## config.mk

```make
export PLATFORM = sky130hd
export DESIGN_NAME = sprite_compositor
export DESIGN_NICKNAME = d
export VERILOG_FILES = /design/src/rtl/sprite_compositor.sv
export SDC_FILE = /design/constraint.sdc
export NUM_CORES = 1
export LEC_CHECK = 0
export ABC_AREA = 1
export CORE_ASPECT_RATIO = 0.8
export CORE_UTILIZATION = 30
export DETAILED_ROUTE_END_ITERATION = 16
export DONT_BUFFER_PORTS = 1
export HOLD_SLACK_MARGIN = 0.06
export PLACE_DENSITY = 0.56
export SYNTH_ARGS = -nofsm -noshare
export SYNTH_HDL_FRONTEND = slang
export SYNTH_SLANG_ARGS = --single-unit
export TNS_END_PERCENT = 20
```

## constraint.sdc

```tcl
create_clock -name clock -period 2 [get_ports clock]
set_input_delay 0.2 -clock clock [delete_from_list [all_inputs] [get_ports clock]]
set_output_delay 0.2 -clock clock [all_outputs]
set_load 0.05 [all_outputs]
```

## src/rtl/sprite_compositor.sv

```systemverilog
// sprite_compositor: double-buffered solid-colour sprites over the video stream, 3-cycle pipeline with per-frame collision report
module sprite_compositor #(
    parameter int          NUM_SPRITES  = 4,
    parameter int          COORD_W      = 13,
    parameter int          SPRITE_W     = 16,
    parameter int          SPRITE_H     = 16,
    parameter logic [23:0] BG_COLOR     = 24'h000000,
    parameter logic        VSYNC_ACTIVE = 1'b0,
    parameter int          IDX_W        = (NUM_SPRITES > 1) ? $clog2(NUM_SPRITES) : 1
) (
    input  logic                   clock,
    input  logic                   reset_n,
    input  logic [2:0]             hve,
    input  logic [COORD_W-1:0]     x,
    input  logic [COORD_W-1:0]     y,
    input  logic                   wr_en,
    input  logic [IDX_W-1:0]       wr_idx,
    input  logic [COORD_W-1:0]     wr_x,
    input  logic [COORD_W-1:0]     wr_y,
    input  logic [23:0]            wr_color,
    input  logic                   wr_visible,
    output logic [7:0]             r,
    output logic [7:0]             g,
    output logic [7:0]             b,
    output logic [2:0]             hve_out,
    output logic                   commit,
    output logic                   collision,
    output logic [NUM_SPRITES-1:0] collision_mask
);
    localparam int CW1 = COORD_W + 1;
    localparam logic [CW1-1:0] SW = CW1'(SPRITE_W);
    localparam logic [CW1-1:0] SH = CW1'(SPRITE_H);

    logic [COORD_W-1:0]     sh_x [NUM_SPRITES];
    logic [COORD_W-1:0]     sh_y [NUM_SPRITES];
    logic [23:0]            sh_c [NUM_SPRITES];
    logic [NUM_SPRITES-1:0] sh_v;
    logic [COORD_W-1:0]     lv_x [NUM_SPRITES];
    logic [COORD_W-1:0]     lv_y [NUM_SPRITES];
    logic [23:0]            lv_c [NUM_SPRITES];
    logic [NUM_SPRITES-1:0] lv_v;

    logic [2:0]             hve1, hve2;
    logic [COORD_W-1:0]     x1, y1;
    logic                   vs_q, vs_qq;
    logic                   commit_evt;
    logic [NUM_SPRITES-1:0] hit, hit2, acc_mask;
    logic                   acc_flag, multi;
    logic [23:0]            pix;

    assign commit_evt = (vs_q == VSYNC_ACTIVE) && (vs_qq != VSYNC_ACTIVE);
    assign multi      = |(hit2 & (hit2 - NUM_SPRITES'(1)));

    // Live copy samples the shadow before any same-edge write lands
    always_ff @(posedge clock or negedge reset_n) begin
        if (!reset_n) begin
            for (int i = 0; i < NUM_SPRITES; i++) begin
                sh_x[i] <= '0;
                sh_y[i] <= '0;
                sh_c[i] <= '0;
                lv_x[i] <= '0;
                lv_y[i] <= '0;
                lv_c[i] <= '0;
            end
            sh_v <= '0;
            lv_v <= '0;
        end else begin
            for (int i = 0; i < NUM_SPRITES; i++) begin
                if (wr_en && wr_idx == IDX_W'(i)) begin
                    sh_x[i] <= wr_x;
                    sh_y[i] <= wr_y;
                    sh_c[i] <= wr_color;
                    sh_v[i] <= wr_visible;
                end
                if (commit_evt) begin
                    lv_x[i] <= sh_x[i];
                    lv_y[i] <= sh_y[i];
                    lv_c[i] <= sh_c[i];
                    lv_v[i] <= sh_v[i];
                end
            end
        end
    end

    // Widened compare so a sprite near the coordinate limit clips instead of wrapping
    always_comb begin
        hit = '0;
        for (int i = 0; i < NUM_SPRITES; i++)
            hit[i] = hve1[0] && lv_v[i] &&
                     ({1'b0, x1} >= {1'b0, lv_x[i]}) && ({1'b0, x1} < {1'b0, lv_x[i]} + SW) &&
                     ({1'b0, y1} >= {1'b0, lv_y[i]}) && ({1'b0, y1} < {1'b0, lv_y[i]} + SH);
    end

    always_comb begin
        pix = BG_COLOR;
        for (int i = NUM_SPRITES - 1; i >= 0; i--)
            if (hit2[i]) pix = lv_c[i];
    end

    always_ff @(posedge clock or negedge reset_n) begin
        if (!reset_n) begin
            hve1           <= '0;
            x1             <= '0;
            y1             <= '0;
            vs_q           <= ~VSYNC_ACTIVE;
            vs_qq          <= ~VSYNC_ACTIVE;
            hve2           <= '0;
            hit2           <= '0;
            hve_out        <= '0;
            {r, g, b}      <= '0;
            commit         <= 1'b0;
            collision      <= 1'b0;
            collision_mask <= '0;
            acc_flag       <= 1'b0;
            acc_mask       <= '0;
        end else begin
            hve1      <= hve;
            x1        <= x;
            y1        <= y;
            vs_q      <= hve[1];
            vs_qq     <= vs_q;
            hve2      <= hve1;
            hit2      <= hit;
            hve_out   <= hve2;
            {r, g, b} <= hve2[0] ? pix : 24'h0;
            commit    <= commit_evt;
            if (commit_evt) begin
                collision      <= acc_flag;
                collision_mask <= acc_mask;
                acc_flag       <= 1'b0;
                acc_mask       <= '0;
            end else if (multi) begin
                acc_flag <= 1'b1;
                acc_mask <= acc_mask | hit2;
            end
        end
    end
endmodule

```

==> metrics.md <==
| Metric | Value |
|---|---|
| Run status | finished, violations left |
| Failing checks | negative hold slack, max-slew violations, negative setup slack |
| Crit path max fanout | 5 |
| Buffer levels on the longest clock path | 3 |
| Worst VDD drop | a little over 0.7 mV |
| Pre-CTS setup slack | -317 ps |
| Number of maximum-capacitance violations | 0 |
| Element type at the critical path end | register |
| Pin count of the biggest net entering global routing | around 490 |
| Per-cell via count in the routed design | approximately 4.6 |
| Antenna violations before repair | 3 |
| Height of the chip | approximately 250 µm |
| Routing usage on met1 | a little under a quarter |
| Clock period minus final worst setup slack | about 2100 ps |
| Total of hold buffers inserted after clock tree synthesis | 80 |
| Detailed Route Iter0 Violations | 1131 |
| # IOs | 118 |
| Final hold slack | -664 ps |
| Critical path arrival | 2610 ps |
| Drt pass-1 iters | 5 |
| R2r startpoint | x1[10] |
| Sum of net half-perimeters after detailed placement | between 40 and 50 mm |
| First-pass GRT wire length | roughly 100 mm |
| Part of the Yosys area used for sequential elements | approximately half |
| Post-synthesis instance total | roughly 2.7k |
| RSZ-0062 raised after global routing | true |
| Post-route clock skew | roughly 60 ps |
| Pleak | ~14 nW |
| Placer Congestion | ~0.86 |
| Main area contributors after synthesis | sky130_fd_sc_hd__dfrtp_1 (52%), sky130_fd_sc_hd__nand2_1 (14%), sky130_fd_sc_hd__ha_1 (9.9%) |
| Pwr/cell area | between 900 and 1000 nW/µm² |
| Count of vias placed by the detailed router | roughly 18k |
| Number of distinct standard cells referenced by the synthesized netlist | 30 |
| Final hold violation count | approximately 480 |
| Top Usage Layer GRT | met2 |
| Post-Synthesis Net Count | about 3k |
| Finished Core Util | between 30 and 40% |
| Clk slew on worst S/H paths | 60 ps |
| Ratio of cells with drive above 1 in the final layout | under 10% |
| GRT Util Overall | between 10% and 20% |
| Number of synthesized register bits | approximately 480 |
| Endpoint of the most critical register-to-register path | hit2[3] |
| Period Utilization, post-route | 103% |
| Routed wire length | just over 60 mm |
| Grt met2 use | approximately 24% |
| Antenna viol nets, final | 0 |
| Cells on worst reg2reg path | 9 |
| GR met3 Demand/Resource | roughly 2.4% |
| Slew margin rel. | -93.9% |
| Diodes inserted | 0 |
| Critical path, cell by cell | buf_4, ha_1, nand2_1, nor2_1, nor3b_1, o21ai_0, nand3_2, nand3_1, nor2_1 |
| Final setup slack of the worst path | -57.2 ps |
| Setup violation total in the final timing report | 2 |
| Initial core utilization | roughly 30% |
| Clock buffers created by TritonCTS | 54 |
| Final number of max-transition violations | 350 |
| Mean area per synthesized cell | roughly 8.7 µm² |
| Number of remaining DRC errors | 0 |
| Number of H-tree levels | 2 |
| Leading cell type in the layout, fill and taps excluded | sky130_fd_sc_hd__nand2_1 |
| Sink Count | 484 |
| Critical path's largest stage delay | approximately 530 ps |
| Final Net Count | ~3.1k |
| Portion of synthesized cell area occupied by the leading cell type | around half |
| Max Clock Freq | around 0.5 GHz |
| Skew-Pair Late Insertion Delay | 630 ps |
| Number of rows created at floorplan | 91 |
| Wire length per cell | around 16 µm |
| Data required time at the worst endpoint | ~2600 ps |
| CORE AREA | 77000 µm² |
| Yosys top cell by area | sky130_fd_sc_hd__dfrtp_1 |
| Total gr overflow | 0 |
| Top library cells by usage in the layout, fill and taps aside | sky130_fd_sc_hd__nand2_1 (879), sky130_fd_sc_hd__dfrtp_1 (480), sky130_fd_sc_hd__o21ai_0 (334), sky130_fd_sc_hd__inv_1 (241), sky130_fd_sc_hd__ha_1 (181) |
| Flop2flop setup slack | -60 ps |
| Class of the worst hold path | input port to async pin |
| Die Outline Area | 78800 µm² |
| IO buf count | 0 |
| Synthesis-to-finish area growth | 19.9% |
| Number of global-route vias before repair | 17.7k |
| Cell with the largest stage delay on the worst path | sky130_fd_sc_hd__dfrtp_1 |
| Most used cell along the critical path | sky130_fd_sc_hd__nor2_1 |
| Post-Synthesis Cell Area | ~23000 µm² |
| Number of synthesis warnings | 0 |
| Pin slew with the least headroom to its limit | 2910 ps |
| Width of the die | 314 µm |
| TritonCTS clock tree | yes |
| Critical path startpoint category | register |
| Cell chosen for the clock root | sky130_fd_sc_hd__clkbuf_16 |
| Setup tns final | -105 ps |
| Kind of critical path | register to register |
-- flip-flops by register name, indices dropped and copies added, names as in the netlist, 3 cells and up --
| signal | cells |
|---|---|
| sh_v | 4 |
| lv_y | 52 |
| x1 | 13 |
| y1 | 13 |
| hve2 | 3 |
| collision_mask | 4 |
| hve1 | 3 |
| lv_x | 52 |
| sh_c | 96 |
| sh_x | 52 |
| g | 8 |
| b | 8 |
| sh_y | 52 |
| hve_out | 3 |
| acc_mask | 4 |
| r | 8 |
| lv_v | 4 |
| lv_c | 96 |
| hit2 | 4 |
-- cell usage after synthesis, drive strengths merged --
master    n
nand2   886
dfrtp   482
o21ai   339
inv     243
ha      184
nor2     96
nand3    92
a21oi    79
buf      58
clkbuf   47
xor2     43
a31oi    24
o221ai   24
nand4    21
nor3     16
nand3b   12
xnor2     8
o21bai    7
or2       3
dfstp     2
nor3b     2
o21a      2
and2      1
clkinv    1
-- through the flow --
stage                     total power [mW]  cell area (µm²)  instances
after global placement                17.1            25200       3691
after detailed placement              17.2            25200       3691
after CTS                             27.5            27900       3875
after global routing                  28.9            28000       3875
final                                 27.1            28000       3875
after floorplan                       15.6            23300       2672
-- power breakdown --
part	internal (mW)	total (mW)	switching (mW)
Combinational	2.12	4.99	2.87
Sequential	11.3	12.3	1.00
Clock	5.65	9.90	4.24
-- repair_timing --
action | CTS | global route
gates resized for setup | 19 | 20
endpoints found under the setup margin | 4 | 4
setup buffers | 5 | 0
gates cloned | 0 | 0
pin swaps | 9 | 9
hold endpoints to repair | 718 | 484
-- layer usage --
layer	vias to the layer above	routed length (µm)
li1	8957	-
met1	8415	31300
met2	315	26500
met5	-	45
met4	6	1270
met3	98	2840
-- area by class of cell --
cell class                 count  area (µm²)
fill                        7963       49000
sequential                   484       12100
multi-input combinational   1839        9980
timing repair buffer         186        1900
clock buffer                  80        1550
tap                         1023        1280
inverter                     244         918
clock inverter                19         208
-- worst max path at each step --
stage               startpoint      end  slack (ps)  cells after the start
floorplan             lv_x[17]  hit2[2]         120                     11
global placement       lv_x[5]  hit2[3]        -330                     13
detailed placement     lv_x[5]  hit2[3]        -320                     13
CTS                    lv_x[4]  hit2[3]         -60                     12
global route          lv_y[30]  hit2[1]        -180                     12
finish                  x1[10]  hit2[3]         -60                      9
-- kinds of logic after synthesis --
| logic type | after synthesis | share of synthesized area [%] |
|---|---|---|
| flops | 484 | 52.0 |
| xor+xnor | 51 | 1.92 |
| compound gates | 475 | 10.8 |
| buf+inv | 349 | 5.93 |
| fa+ha+maj | 184 | 9.88 |
| simple gates | 1129 | 19.5 |
-- worst max-delay path, delay by kind of cell, from the launching register on --
family / cells / cell delay (ps)
buffers and inverters: 1 / 220
AO/OA/AOI/OAI: 1 / 130
adder cells (fa/ha/maj): 1 / 280
flip-flops: 1 / 530
AND/OR/NAND/NOR: 6 / 800
No activity file was read; power rests on OpenSTA's default activity.
